## config.mk

```make
export PLATFORM = sky130hd
export DESIGN_NAME = hilo_mdu_ctrl
export DESIGN_NICKNAME = d
export VERILOG_FILES = /design/src/rtl/mdu_pkg.sv /design/src/rtl/md_iter_core.sv /design/src/rtl/hilo_mdu_ctrl.sv
export SDC_FILE = /design/constraint.sdc
export NUM_CORES = 1
export LEC_CHECK = 0
export BUFFER_PORTS_ARGS = -buffer_cell sky130_fd_sc_hd__clkbuf_2
export CORE_MARGIN = 5
export CORE_UTILIZATION = 50
export CTS_CLUSTER_DIAMETER = 120
export DETAILED_ROUTE_END_ITERATION = 10
export HOLD_SLACK_MARGIN = 0.03
export PLACE_DENSITY = 0.67
export SLEW_MARGIN = 40
export SYNTH_ARGS = -nofsm -noshare
export SYNTH_HDL_FRONTEND = slang
export SYNTH_HIERARCHICAL = 1
export SYNTH_SLANG_ARGS = --single-unit
```

## constraint.sdc

```tcl
create_clock -name clk -period 3.45 [get_ports clk]
set_clock_uncertainty 0.15 [all_clocks]
set_input_delay 0.345 -clock clk [delete_from_list [all_inputs] [get_ports clk]]
set_output_delay 0.345 -clock clk [all_outputs]
set_load 0.05 [all_outputs]
```

## src/rtl/mdu_pkg.sv

```systemverilog
// Shared encodings for the HI/LO multiply/divide controller.
package mdu_pkg;

    localparam int MDU_WIDTH = 32;

    typedef enum logic [1:0] {
        MD_MULT  = 2'b00,
        MD_MULTU = 2'b01,
        MD_DIV   = 2'b10,
        MD_DIVU  = 2'b11
    } md_op_e;

    typedef enum logic [1:0] {
        IDLE = 2'b00,
        BUSY = 2'b01,
        DONE = 2'b10
    } md_state_e;

    function automatic logic op_is_div(input md_op_e op);
        return (op == MD_DIV) || (op == MD_DIVU);
    endfunction

    function automatic logic op_is_signed(input md_op_e op);
        return (op == MD_MULT) || (op == MD_DIV);
    endfunction

endpackage

```

## src/rtl/md_iter_core.sv

```systemverilog
// Unsigned iterative engine: shift-add multiply or restoring divide, one bit per step.
module md_iter_core #(
    parameter int WIDTH = 32,
    parameter int ITER  = 32
) (
    input  logic             clk,
    input  logic             rst,
    input  logic             load_i,
    input  logic             step_i,
    input  logic             div_i,
    input  logic [WIDTH-1:0] a_i,
    input  logic [WIDTH-1:0] b_i,
    output logic [WIDTH-1:0] hi_o,
    output logic [WIDTH-1:0] lo_o,
    output logic             last_o
);

    localparam int CW = $clog2(ITER + 1);

    logic [WIDTH-1:0] acc_hi_q, acc_hi_d;
    logic [WIDTH-1:0] acc_lo_q, acc_lo_d;
    logic [WIDTH-1:0] opb_q, opb_d;
    logic             div_q, div_d;
    logic [CW-1:0]    cnt_q, cnt_d;

    logic [WIDTH:0]   mul_p;
    logic [WIDTH:0]   rem_sh;
    logic [WIDTH-1:0] rem_diff;
    logic             rem_ge;

    always_ff @(posedge clk or negedge rst) begin
        if (!rst) begin
            acc_hi_q <= '0;
            acc_lo_q <= '0;
            opb_q    <= '0;
            div_q    <= 1'b0;
            cnt_q    <= '0;
        end else begin
            acc_hi_q <= acc_hi_d;
            acc_lo_q <= acc_lo_d;
            opb_q    <= opb_d;
            div_q    <= div_d;
            cnt_q    <= cnt_d;
        end
    end

    always_comb begin
        mul_p    = acc_lo_q[0] ? ({1'b0, acc_hi_q} + {1'b0, opb_q}) : {1'b0, acc_hi_q};
        rem_sh   = {acc_hi_q, acc_lo_q[WIDTH-1]};
        rem_ge   = (rem_sh >= {1'b0, opb_q});
        // When rem_ge holds the difference is below the divisor, so WIDTH bits suffice.
        rem_diff = rem_sh[WIDTH-1:0] - opb_q;

        acc_hi_d = acc_hi_q;
        acc_lo_d = acc_lo_q;
        opb_d    = opb_q;
        div_d    = div_q;
        cnt_d    = cnt_q;

        if (load_i) begin
            acc_hi_d = '0;
            acc_lo_d = div_i ? a_i : b_i;
            opb_d    = div_i ? b_i : a_i;
            div_d    = div_i;
            cnt_d    = '0;
        end else if (step_i) begin
            cnt_d = cnt_q + CW'(1);
            if (div_q) begin
                acc_hi_d = rem_ge ? rem_diff : rem_sh[WIDTH-1:0];
                acc_lo_d = {acc_lo_q[WIDTH-2:0], rem_ge};
            end else begin
                acc_hi_d = mul_p[WIDTH:1];
                acc_lo_d = {mul_p[0], acc_lo_q[WIDTH-1:1]};
            end
        end
    end

    assign hi_o   = acc_hi_q;
    assign lo_o   = acc_lo_q;
    assign last_o = (cnt_q == CW'(ITER - 1));

endmodule

```

## src/rtl/hilo_mdu_ctrl.sv

```systemverilog
// HI/LO multiply/divide controller: FSM, pipeline stall and sign pre/post-processing.
// state | meaning
// IDLE  | waiting for start_i; operands latched on acceptance (T0)
// BUSY  | engine iterating, one bit per cycle (T1..T32)
// DONE  | result presented with one-cycle hilo_we_o (T33)
module hilo_mdu_ctrl
    import mdu_pkg::*;
#(
    parameter int WIDTH = MDU_WIDTH,
    parameter int ITER  = MDU_WIDTH
) (
    input  logic             clk,
    input  logic             rst,
    input  logic             start_i,
    input  logic [1:0]       op_i,
    input  logic [WIDTH-1:0] a_i,
    input  logic [WIDTH-1:0] b_i,
    input  logic             annul_i,
    output logic             stall_o,
    output logic             busy_o,
    output logic [WIDTH-1:0] hi_o,
    output logic [WIDTH-1:0] lo_o,
    output logic             hilo_we_o
);

    md_state_e state_q, state_d;
    md_op_e    op_in;

    logic             div_q, neg_res_q, neg_rem_q, dz_q;
    logic [WIDTH-1:0] hi_q, lo_q;

    logic             accept;
    logic             in_signed, in_div;
    logic [WIDTH-1:0] a_abs, b_abs;
    logic [WIDTH-1:0] core_hi, core_lo;
    logic             core_last;

    logic [2*WIDTH-1:0] prod;
    logic [WIDTH-1:0]   res_hi, res_lo;
    logic               commit;

    assign op_in     = md_op_e'(op_i);
    assign in_signed = op_is_signed(op_in);
    assign in_div    = op_is_div(op_in);
    assign accept    = (state_q == IDLE) && start_i && !annul_i;
    assign a_abs     = (in_signed && a_i[WIDTH-1]) ? -a_i : a_i;
    assign b_abs     = (in_signed && b_i[WIDTH-1]) ? -b_i : b_i;

    md_iter_core #(
        .WIDTH (WIDTH),
        .ITER  (ITER)
    ) u_core (
        .clk    (clk),
        .rst    (rst),
        .load_i (accept),
        .step_i (state_q == BUSY),
        .div_i  (in_div),
        .a_i    (a_abs),
        .b_i    (b_abs),
        .hi_o   (core_hi),
        .lo_o   (core_lo),
        .last_o (core_last)
    );

    always_ff @(posedge clk or negedge rst) begin
        if (!rst) begin
            state_q   <= IDLE;
            div_q     <= 1'b0;
            neg_res_q <= 1'b0;
            neg_rem_q <= 1'b0;
            dz_q      <= 1'b0;
            hi_q      <= '0;
            lo_q      <= '0;
        end else begin
            state_q <= state_d;
            if (accept) begin
                div_q     <= in_div;
                neg_res_q <= in_signed && (a_i[WIDTH-1] ^ b_i[WIDTH-1]);
                neg_rem_q <= in_signed && a_i[WIDTH-1];
                dz_q      <= in_div && (b_i == '0);
            end
            if (commit) begin
                hi_q <= res_hi;
                lo_q <= res_lo;
            end
        end
    end

    always_comb begin
        state_d = state_q;
        unique case (state_q)
            IDLE:    if (accept) state_d = BUSY;
            BUSY:    if (core_last) state_d = DONE;
            DONE:    state_d = IDLE;
            default: state_d = IDLE;
        endcase
        if (annul_i) state_d = IDLE;
    end

    // Divide-by-zero: remainder sign fix against |a| reproduces a_i exactly.
    always_comb begin
        prod   = neg_res_q ? -{core_hi, core_lo} : {core_hi, core_lo};
        res_hi = prod[2*WIDTH-1:WIDTH];
        res_lo = prod[WIDTH-1:0];
        if (div_q) begin
            res_hi = neg_rem_q ? -core_hi : core_hi;
            res_lo = dz_q ? '1 : (neg_res_q ? -core_lo : core_lo);
        end
    end

    always_comb begin
        commit    = (state_q == DONE) && !annul_i;
        stall_o   = rst && start_i && !annul_i && (state_q != DONE);
        busy_o    = (state_q != IDLE);
        hilo_we_o = commit;
        hi_o      = commit ? res_hi : hi_q;
        lo_o      = commit ? res_lo : lo_q;
    end

endmodule

```

* Word-level counts from Yosys, hierarchy flattened
Cells that the tools add are included.
Storage, ports and cells: output and inout bits 67, input port bits 70, register bits after elaboration 172, word-level logic and storage cells 74
Operators by class: add/subtract/negate cells 8, multiplexer cells 26, bitwise logic cells 1, magnitude comparators 1, eq/ne operators 8, reductions and logical operators 19
Operator list (count):
- 32-bit two-way mux | 18
- 32-bit negation | 4
- 64-bit two-way mux | 1
- 64-bit negation | 1
- 32-bit by 32-bit adder with 33-bit output | 1
- 33-bit by 32-bit greater-or-equal comparator with 1-bit output | 1
- 33-bit two-way mux | 1
- 32-bit logical NOT | 1
- 32-bit subtractor | 1
- 6-bit two-way mux | 2
- 1-bit logical AND | 10
- 6-bit by 1-bit adder with 6-bit output (second input constant) | 1
- 2-bit == test (second input constant) | 3
- 6-bit by 5-bit == test with 1-bit output (second input constant) | 1
- 2-bit two-way mux | 3
- 3-bit != test (second input constant) | 2
- 2-bit logical NOT | 2
- 2-bit case mux with 2 select lines | 1
- 2-bit nonzero test | 2
- 2-bit by 1-bit == test with 1-bit output (second input constant) | 1
- 1-bit logical OR | 2
- 2-bit != test (second input constant) | 1
- 2-bit AND reduction | 1
- 1-bit logical NOT | 1
- 1-bit bitwise XOR | 1

* Longest topological paths before layout
Gate-level depths: netlist of run 1.
depth after elaboration 6, mapped depth 14, gate-level depth less buffers 13

* Hierarchy
The synthesis of run 1 kept the hierarchy.
Modules (own cells, without submodules):
- md_iter_core | times used 1, area an instance 9417.8 um^2, cells each 1136, seq. area each 2577.5 um^2
- hilo_mdu_ctrl | times used 1, area an instance 6049.6 um^2, cells each 779, seq. area each 1751.7 um^2

* Worst setup path before layout of run 1
No wires, ideal clock.
path kind register -> output, start point register u_core.acc_hi_q[15] (netlist: u_core/hi_o[15]), end point output hi_o[29], cell stages (with the launch flop) 8, buffers on the path 1, required time 2.955 ns, arrival time 3.219 ns, setup slack -0.264 ns, cells stage by stage dfrtp_1 buf_6 or4_4 or3_4 or4_4 nor4_4 o31ai_1 a31oi_1
On the way: cells in the longest elaborated chain, start to end 4, elaborated cells between the ends (all ways) 6, those cells by class add/sub (2); mux (4)
Ends and longest elaborated chain:
- start: declaration | line md_iter_core.sv:20 | logic [WIDTH-1:0] acc_hi_q, acc_hi_d;
- start signal: assignment | line md_iter_core.sv:39 | acc_hi_q <= acc_hi_d;
- 64-bit negation / 32-bit negation (equally long branches) | line hilo_mdu_ctrl.sv:102, hilo_mdu_ctrl.sv:106
- 64-bit two-way mux / 32-bit two-way mux (equally long branches) | line hilo_mdu_ctrl.sv:102, hilo_mdu_ctrl.sv:106
- 32-bit two-way mux (*) | line hilo_mdu_ctrl.sv:105 | if (div_q) begin
- 32-bit two-way mux (*)
- end: declaration | line hilo_mdu_ctrl.sv:21 | output logic [WIDTH-1:0] hi_o,
Every way passes the cells marked *; elsewhere a longest branch is shown, timed or not.

* Worst setup path in the final report of run 1
start point register u_core.acc_hi_q[16] (netlist: u_core/hi_o[16]), end point output hi_o[29]
The elaborated chain is that of the path after synthesis.

==> qor.yml, run 1 <==
run_status: "finished, violations left"
failing_checks: "negative setup slack"
synth_top_cells_by_count: "a21oi_1, nor2_1, dfrtp_1, nand2_1, mux2i_1"
total_switching_power_w: 0.00743
hp-class: "input pin to flop"
grt_antenna_before_repair: 0
ys_seq_elements: 173
route.antenna.remaining_nets: 0
critical_path.endpoint_type: "output pin"
unrepaired_setup_endpoints_after_global_routing: "yes"
first_pass_grt_wire_length_mm: 86.2
drtPass1Iterations: 5
yosys_warnings: 6
yosysSeqAreaShare_pct: 28.0
final.min_clock_period_ps: 3590
die_x_um: 186
n_fill_cell: 2714
total_power_w: 0.0150
ctsRootBufferMaster: "clkbuf_16"
postSynthCellCount: 1915
switching_share_pct: 49.7
cell_total_after_placement: 2483
vdd_ir_drop_max_mv: 0.548
timing.slew.headroom_pct: 46.9
mapped_nets: 2056
drive_gt1_share_pct: 21.5
count_of_standard_cell_rows: 64
hpwl_mm: 42.8
critical_path_data_required_time_ps: 2950
synth_area_um2: 15500
timing.critical_path.fanout_max: 4
track_usage_pct: 31.9
power_per_cell_area_nw_per_um2: 789
r2r_cells: 11
worst_setup_hold_path_clk_slew_ps: 80
yosys.area.top_type: "dfrtp_1"
post_dp_cell_area_um2: 17700
io-pin-count: 137
path_class: "flop to output pin"
post_layout_cell_count: 2543
cp-start-kind: "flop"
clkSinkCount: 173
setup_viol_count_final: 4
area.growth.synth_to_final_pct: 22.7
route.vias.total: 16200
final.setup.worst_slack_ps: -139
edff_count_synth: 0
maximum_operating_frequency_mhz: 279
clock_tree.htree_level_count: 4
area_share_of_the_leading_cell_type_in_the_synthesized_netlist_pct: 28.0
power.share.combinational_pct: 65.5
slew_violations: 0
diodes: 0
cts_buffer_depth: 2
holdWs_ps: 62.5
total_count_of_hold_check_failures_in_the_final_report: 0
detail_route.drc_violations: 0
cap_violations: 0
residual_overflow_from_global_routing: 0
pin_count_of_the_biggest_net_entering_global_routing: 134
clock_power_share_pct: 14.0
placeable_area_um2: 30600
design.die.area_um2: 34600
design.final.nets: 2275
leakage_component_of_the_power_nw: 8.49
cts_tree: "yes"
wirelength_routed_mm: 56.6
wl_per_cell_um: 22.2
timing_worst_slew_pin_value_ps: 797
intPower_w: 0.00753
synth_flop_cell: "dfrtp_1"
floorplan.initialDensity_pct: 50.6
post_route_standard_cell_area_excluding_fillers_um2: 19000
multiInputGateArea_um2: 10800
asyncSetResetFlopFracSynth_pct: 100
synth_cell_type_count: 94
routed_via_density: 6.36
hold_depth: 3
syn-mean-instance-area_um2: 8.08
routabilityCongestion: 0.991
dieHeight_um: 186
drt_iter0_markers: 1651
ys_top_cells_by_area: "dfrtp_1, a21oi_1, mux2i_1, ha_1, xor2_1"
numCtsBuffers: 17
yosysMostFrequentCell: "a21oi_1"
portBuffers: 136
insertion_delay_ps: 460
first_global_vias: 15200
worstPathArrival_ps: 3090
power.sequential.fraction_pct: 20.5
layout_worst_path_cycle_share_pct: 104
sequential_cell_area_um2: 4350
==> sequential cells by signal, summed over array words and instances, names as in the netlist <==
signal / cells
u_core/div_q: 1
hi_q: 32
u_core/opb_q: 32
neg_rem_q: 1
dz_q: 1
neg_res_q: 1
state_q: 2
u_core/cnt_q: 6
div_q: 1
lo_q: 32
u_core/hi_o: 32
u_core/lo_o: 32
==> cells by family after synthesis <==
family | after synthesis | share of synthesized area (%)
adders and majority gates | 71 | 5.84
buffers and inverters | 176 | 4.87
AOI/OAI and AO/OA | 618 | 26.1
and+or+nand+nor | 600 | 18.6
muxes | 112 | 7.30
xor gates and xnor gates | 165 | 9.34
DFF | 173 | 28.0
==> critical path, cell delays in order, from the launching register on <==
cell     delay (ps)
dfrtp_1         400
or4_4           550
or3_4           400
or4_4           460
nor4_4          250
o31ai_2         100
a31oi_2         280
buf_8           190
==> layout by cell type (no fill, tap or decap), types with 25 or more instances in the layout <==
cell type	instances
a211oi_1	52
a21o_1	32
a21oi_1	221
a31oi_1	25
buf_12	27
buf_4	169
clkbuf_2	102
dfrtp_1	160
ha_1	67
inv_1	62
mux2i_1	109
nand2_1	153
nand3_1	28
nand4_1	26
nor2_1	211
nor3_1	35
o21ai_0	76
xnor2_1	67
xor2_1	98
==> cell type report <==
class | count | area share (%)
Clock buffer | 17 | 2.24
Clock inverter | 15 | 1.05
Inverter | 65 | 1.30
Multi-Input combinational cell | 1566 | 56.9
Sequential cell | 173 | 22.9
Tap cell | 396 | 2.61
Timing Repair Buffer | 311 | 13.0
==> through the flow <==
| step | setup WS (ps) | util, % | setup TNS, ps |
|---|---|---|---|
| after floorplan | 44.8 | - | 0 |
| final | -139 | 62.0 | -148 |
| after detailed placement | 95.7 | 57.8 | 0 |
| after CTS | -169 | 60.7 | -344 |
| after global routing | -243 | 62.0 | -1380 |
| after global placement | 75.4 | 57.8 | 0 |
==> layer usage <==
metal  track usage [%]  up-vias  routed length, um
met4              14.6        0               2800
met2              48.7      746              25000
met1              44.1     7778              24300
met5                 0        -                  0
met3              5.53      134               4380
li1                  -     7507                  -
==> power groups by stage <==
stage	registers [W]	clock network, W	logic (W)
global route	0.00312	0.00220	0.0106
detailed placement	0.00307	0	0.00906
floorplan	0.00304	0	0.00594
CTS	0.00303	0.00212	0.00928
finish	0.00307	0.00210	0.00980
global placement	0.00305	0	0.00904
==> final timing paths <==
check	slack (ps)	endpoint	startpoint
worst max-delay path	-140	hi_o[29]	u_core/hi_o[16]$_DFFE_PN0P_
worst min-delay path	60	state_q[0]$_DFFE_PN0P_	start_i
worst max register to register	80	u_core/hi_o[27]$_DFFE_PN0P_	u_core/hi_o[14]$_DFFE_PN0P_
worst min register to register	330	hi_q[26]$_DFF_PN0_	hi_q[26]$_DFF_PN0_
max in group asynchronous	1710	u_core/lo_o[13]$_DFFE_PN0P_	rst
min in group asynchronous	240	hi_q[23]$_DFF_PN0_	rst
==> what timing repair did <==
| action | in CTS | in global routing |
|---|---|---|
| hold endpoints to repair | 42 | 0 |
| gates resized for setup | 56 | 67 |
| buffers inserted | 11 | 14 |
| hold buffers | 2 | 0 |
| setup endpoints to repair | 34 | 65 |
| pin swaps | 10 | 16 |
Note: power is estimated with default switching activity, not from simulation.
==> run 2, diff against run 1 <==
- CORE_UTILIZATION: 50 -> 40
- PLACE_DENSITY: 0.67 -> 0.55
==> qor.yml, run 2 (same netlist as run 1, synthesis figures left out) <==
hpwl_mm: 46.2  # +7.8%
routabilityCongestion: 0.967  # -2.4%
detail_route.drc_violations: 0  # unchanged
first_pass_grt_wire_length_mm: 89.5  # +3.8%
clock_power_share_pct: 13.1  # -0.9 points
detailedPlace.worstSlack_ps: -237  # -332 ps
area.growth.synth_to_final_pct: 27.3
clkSinkCount: 173  # unchanged
failing_checks: "negative setup slack"
cp_top_family: "simple AND/OR/NAND/NOR gates"
ctsRootBufferMaster: "clkbuf_16"
numCtsBuffers: 17  # unchanged
setup_viol_count_final: 2  # -2
cts_buffer_depth: 2  # unchanged
intPower_w: 0.00792  # +5.2%
layout_worst_path_cycle_share_pct: 103  # -0.60 points
io-pin-count: 137  # unchanged
cts_tree: "yes"
timing.critical_path.to: "hi_o[29]"
placeable_area_um2: 38500  # +26%
residual_overflow_from_global_routing: 0  # unchanged
cap_violations: 0  # unchanged
leakage_component_of_the_power_nw: 8.76  # +3.1%
switching_share_pct: 48.9  # -0.73 points
leading_cell_type_in_the_layout_fill_and_taps_excluded: "a21oi_1"
grt_antenna_before_repair: 0  # unchanged
hp-class: "input pin to flop"
drt_iter0_markers: 1287  # -22%
total_count_of_hold_check_failures_in_the_final_report: 0  # unchanged
pin_count_of_the_biggest_net_entering_global_routing: 145  # +8.2%
total_switching_power_w: 0.00759  # +2.2%
crit-reg2reg-capture: "u_core/hi_o[21]$_DFFE_PN0P_"
routed_via_density: 5.93  # -6.7%
route.antenna.remaining_nets: 0  # unchanged
diodes: 0  # unchanged
die_x_um: 207  # +11%
dieHeight_um: 207  # +11%
critical_path.cell_chain: "or4_4 > or3_4 > or4_4 > nor4_4 > o31ai_2 > a31oi_2 > buf_12"
insertion_delay_ps: 470  # about the same
portBuffers: 136  # unchanged
wl_per_cell_um: 22.1  # -0.44%
drtPass1Iterations: 5  # unchanged
final.setup.worst_slack_ps: -118  # +20.6 ps
n_fill_cell: 3760  # +39%
first_global_vias: 15200  # -0.072%
power.sequential.fraction_pct: 19.8  # -0.7 points
design.die.area_um2: 42700  # +24%
final.min_clock_period_ps: 3570  # -20.6 ps
slew_violations: 0  # unchanged
regToRegStartpoint: "u_core/hi_o[19]$_DFFE_PN0P_"
worst_setup_hold_path_clk_slew_ps: 70  # about the same
worstPathArrival_ps: 3070  # -20 ps
worst_path_max_delay_cell: "or4_4"
timing_worst_slew_pin_value_ps: 821  # +23.9 ps
r2r_cells: 14  # +3
count_of_standard_cell_rows: 72  # +13%
maximum_operating_frequency_mhz: 280  # +0.58%
unrepaired_setup_endpoints_after_global_routing: "yes"
crit_cells: 7  # unchanged
startpoint: "u_core/hi_o[17]$_DFFE_PN0P_"
timing.critical_path.fanout_max: 3  # -1
design.final.nets: 2314  # +1.7%
post_dp_cell_area_um2: 18200  # +2.9%
post_route_standard_cell_area_excluding_fillers_um2: 19700  # +3.8%
power.share.combinational_pct: 67.1  # +1.6 points
track_usage_pct: 27.2  # -4.7 points
crit_path_frequent_cell: "or4_4"
clock_tree.htree_level_count: 4  # unchanged
hold_depth: 3  # unchanged
floorplan.initialDensity_pct: 40.2  # -10 points
run_status: "finished, violations left"
wirelength_routed_mm: 59.9  # +5.9%
power_per_cell_area_nw_per_um2: 788  # about the same
critical_path_data_required_time_ps: 2950  # about the same
critPathMaxStageDelay_ps: 580  # +30 ps
final.setup.tns_ps: -123  # +25.2 ps
mostFrequentLayoutCells: "a21oi_1, nor2_1, buf_4"
route.vias.total: 16000  # -0.79%
vdd_ir_drop_max_mv: 0.396  # -28%
path_class: "flop to output pin"
critical_path.endpoint_type: "output pin"
cp-start-kind: "flop"
cp_num_buf_inv: 1  # unchanged
timing.slew.headroom_pct: 45.3  # -1.6 points
drive_gt1_share_pct: 24.1  # +2.6 points
setup.reg_to_reg.worst_slack_ps: 60  # -20 ps
run 2: cell types whose count changed in the layout (fill, tap and decap cells not counted), sizes merged:
cell	delta
clkinvlp	-1
clkinv	-1
buf	+43
inv	-1
clkbuf	-1
run 2: routing by layer:
metal / vias to the layer above / part of all wire [%] / GRT usage [%]
met5: - / 0 / 0
li1: 7578 / - / -
met3: 95 / 6.5 / 4.67
met1: 7789 / 44 / 37.6
met4: 0 / 3.6 / 10.1
met2: 575 / 46 / 42.7
run 2: layout make-up:
| class | instances | area (um2) | share of cell area (%) |
|---|---|---|---|
| multi-input combinational | 1566 | 11000 | 55.7 |
| sequential | 173 | 4350 | 22.1 |
| timing repair buffer | 350 | 2880 | 14.6 |
| tap | 518 | 648 | 3.29 |
| clock buffer | 20 | 447 | 2.27 |
| inverter | 65 | 246 | 1.25 |
| clock inverter | 12 | 148 | 0.750 |
run 2: per-stage QoR:
stage	total power (W)	util, %	hold slack (ps)	instances
after floorplan	0.00899	-	-101	1915
after global placement	0.0126	47.3	191	2641
after detailed placement	0.0126	47.3	197	2641
after CTS	0.0149	49.7	39.5	2687
after global routing	0.0165	51.2	61.1	2704
final	0.0155	51.2	58.8	2704
run 2: how the worst min path moves through the flow:
stage / startpoint / to / slack (ps)
CTS: start_i / state_q[0]$_DFFE_PN0P_ / 40
finish: start_i / state_q[0]$_DFFE_PN0P_ / 60
global placement: rst / hi_q[11]$_DFF_PN0_ / 190
global route: op_i[0] / neg_res_q$_DFFE_PN0P_ / 60
detailed placement: rst / hi_q[15]$_DFF_PN0_ / 200
floorplan: rst / div_q$_DFFE_PN0P_ / -100
run 2: what timing repair did:
item | in CTS | in global routing
endpoints found under the hold margin | 49 | 0
gates cloned | 0 | 1
setup buffers | 12 | 16
resized for setup | 60 | 106
pin swaps | 16 | 40
hold buffers | 2 | 0
endpoints found under the setup margin | 61 | 44
run 2: power groups by stage:
stage               logic, W  registers [W]  clock network, W
CTS                  0.00979        0.00304           0.00209
finish                0.0104        0.00307           0.00204
global placement     0.00951        0.00308                 0
floorplan            0.00594        0.00304                 0
detailed placement   0.00949        0.00309                 0
global route          0.0112        0.00312           0.00217
run 2: worst register-to-register path: cells and delay by family (launching register included):
kind	cells	cell delay, ps
compound gates	7	1400
buf+inv	4	730
flops	1	440
fa+ha+maj	1	380
simple gates	2	140
==> run 3, diff against run 2 <==
- BUFFER_PORTS_ARGS: -buffer_cell sky130_fd_sc_hd__clkbuf_2 -> -buffer_cell sky130_fd_sc_hd__buf_2
==> qor.yml, run 3 (same netlist as run 1, synthesis figures left out) <==
run_status: "finished, violations left"
failing_checks: "negative setup slack"
design.die.area_um2: 42700  # unchanged
post_route_standard_cell_area_excluding_fillers_um2: 19300  # -2.1%
floorplan.initialDensity_pct: 40.2  # unchanged
final.min_clock_period_ps: 3600  # +29.5 ps
cap_violations: 0  # unchanged
ctsRootBufferMaster: "clkbuf_16"
routabilityCongestion: 0.953  # -1.5%
intPower_w: 0.00814  # +2.8%
cts_buffer_depth: 2  # unchanged
residual_overflow_from_global_routing: 0  # unchanged
leakage_component_of_the_power_nw: 8.65  # -1.2%
clock_tree.htree_level_count: 4  # unchanged
routed_via_density: 5.90  # -0.47%
timing.critical_path.fanout_max: 3  # unchanged
wirelength_routed_mm: 59.7  # -0.35%
final.setup.worst_slack_ps: -147  # -29.5 ps
vdd_ir_drop_max_mv: 0.385  # -2.8%
hp-class: "input pin to flop"
total_switching_power_w: 0.00756  # -0.43%
track_usage_pct: 27.0  # -0.17 points
clkSinkCount: 173  # unchanged
n_fill_cell: 3825  # +1.7%
path_class: "flop to output pin"
unrepaired_setup_endpoints_after_global_routing: "yes"
cell_total_after_placement: 2636  # -0.19%
post_layout_cell_count: 2702  # -0.074%
final.setup.tns_ps: -321  # -198 ps
slew_violations: 0  # unchanged
drtPass1Iterations: 5  # unchanged
placeable_area_um2: 38500  # unchanged
first_pass_grt_wire_length_mm: 89.5  # about the same
clock_power_share_pct: 14.5  # +1.4 points
timing.slew.headroom_pct: 42.7  # -2.5 points
switching_share_pct: 48.1  # -0.80 points
power_per_cell_area_nw_per_um2: 814  # +3.4%
first_global_vias: 15100  # -0.60%
maximum_operating_frequency_mhz: 278  # -0.82%
critical_path.endpoint_type: "output pin"
cp-start-kind: "flop"
worst_setup_hold_path_clk_slew_ps: 80  # about the same
dieHeight_um: 207  # unchanged
detail_route.drc_violations: 0  # unchanged
post_dp_cell_area_um2: 17800  # -2.4%
hpwl_mm: 45.4  # -1.6%
holdWs_ps: 57.3  # -1.53 ps
route.vias.total: 16000  # -0.54%
mostFrequentLayoutCells: "a21oi_1, nor2_1, buf_4"
area.growth.synth_to_final_pct: 24.7
portBuffers: 136  # unchanged
route.antenna.remaining_nets: 0  # unchanged
grt_antenna_before_repair: 1  # +1
insertion_delay_ps: 470  # about the same
wl_per_cell_um: 22.1  # -0.27%
die_x_um: 207  # unchanged
worstPathArrival_ps: 3100  # +30 ps
pin_count_of_the_biggest_net_entering_global_routing: 137  # -5.5%
drive_gt1_share_pct: 23.1  # -0.99 points
io-pin-count: 137  # unchanged
leading_cell_type_in_the_layout_fill_and_taps_excluded: "a21oi_1"
timing_worst_slew_pin_value_ps: 858  # +37.2 ps
diodes: 0  # unchanged
total_count_of_hold_check_failures_in_the_final_report: 0  # unchanged
power.sequential.fraction_pct: 19.0  # -0.8 points
critical_path_data_required_time_ps: 2950  # about the same
design.final.nets: 2312  # -0.086%
cts_tree: "yes"
setup_viol_count_final: 4  # +2
power.share.combinational_pct: 66.5  # -0.6 points
numCtsBuffers: 17  # unchanged
drt_iter0_markers: 1488  # +16%
count_of_standard_cell_rows: 72  # unchanged
layout_worst_path_cycle_share_pct: 104  # +0.85 points
## run 3: changes by cell type in the layout (fill, tap and decap cells not counted), moves of 5 or more
cell      previous run  this run
a21oi_1            214       221
a21oi_2             10         3
buf_12              35         8
buf_2                2       106
buf_6                9        20
clkbuf_2            98         0
clkbuf_4             2         7
nor4_2               8        13
nor4_4              12         4
o21ai_2             13         6
## run 3: metrics by stage
| stage | utilization [%] | setup slack, ps | power [W] |
|---|---|---|---|
| after floorplan | - | 44.8 | 0.00899 |
| after global placement | 46.1 | 98.3 | 0.0124 |
| after detailed placement | 46.2 | 18.1 | 0.0124 |
| after CTS | 48.7 | -202 | 0.0150 |
| after global routing | 50.1 | -242 | 0.0166 |
| final | 50.1 | -147 | 0.0157 |
## run 3: layout make-up
class | count | area [um2] | share of cell area (%)
sequential | 173 | 4350 | 22.5
multi-input combinational | 1566 | 10800 | 56.0
clock inverter | 15 | 250 | 1.30
inverter | 65 | 246 | 1.28
clock buffer | 17 | 425 | 2.21
tap | 518 | 648 | 3.36
timing repair buffer | 348 | 2570 | 13.3
## run 3: worst paths after layout
kind	depth (start not counted)	slack (ps)	end	startpoint
worst max-delay path	7	-150	hi_o[29]	u_core/hi_o[16]$_DFFE_PN0P_
worst min-delay path	3	60	state_q[0]$_DFFE_PN0P_	start_i
worst max register to register	16	60	u_core/hi_o[10]$_DFFE_PN0P_	u_core/hi_o[16]$_DFFE_PN0P_
worst min register to register	2	330	hi_q[19]$_DFF_PN0_	hi_q[19]$_DFF_PN0_
max in group asynchronous	4	1680	u_core/lo_o[17]$_DFFE_PN0P_	rst
min in group asynchronous	2	260	u_core/opb_q[25]$_DFFE_PN0P_	rst
## run 3: worst max-delay path: stages, from the launching register on
cell     delay (ps)
dfrtp_2         420
or4_4           570
or3_4           360
or4_4           590
a21oi_2         190
o31ai_2          80
a31oi_2         230
buf_6           190
## run 3: per-layer routing
metal | vias to the layer above | wire length [um] | track usage (%)
met2 | 583 | 27000 | 42.0
met1 | 7698 | 26700 | 38.1
li1 | 7550 | - | -
met3 | 117 | 3700 | 4.08
met5 | - | 13 | 0
met4 | 2 | 2260 | 10.2
## run 3: power by group through the flow
stage | logic [W] | registers (W) | clock network (W)
2_1_floorplan | 0.00594 | 0.00304 | 0
3_3_place_gp | 0.00944 | 0.00299 | 0
3_5_place_dp | 0.00944 | 0.00301 | 0
4_1_cts | 0.00971 | 0.00295 | 0.00232
5_1_grt | 0.0112 | 0.00302 | 0.00240
6_report | 0.0105 | 0.00298 | 0.00228
## run 3: repair_timing
item                                   4_1_cts  5_1_grt
gates resized for setup                     57       99
pin swaps                                   18       29
hold buffers                                 2        0
endpoints found under the hold margin       48        0
gates cloned                                 0        1
buffers inserted                            15       15
setup endpoints to repair                   27       62
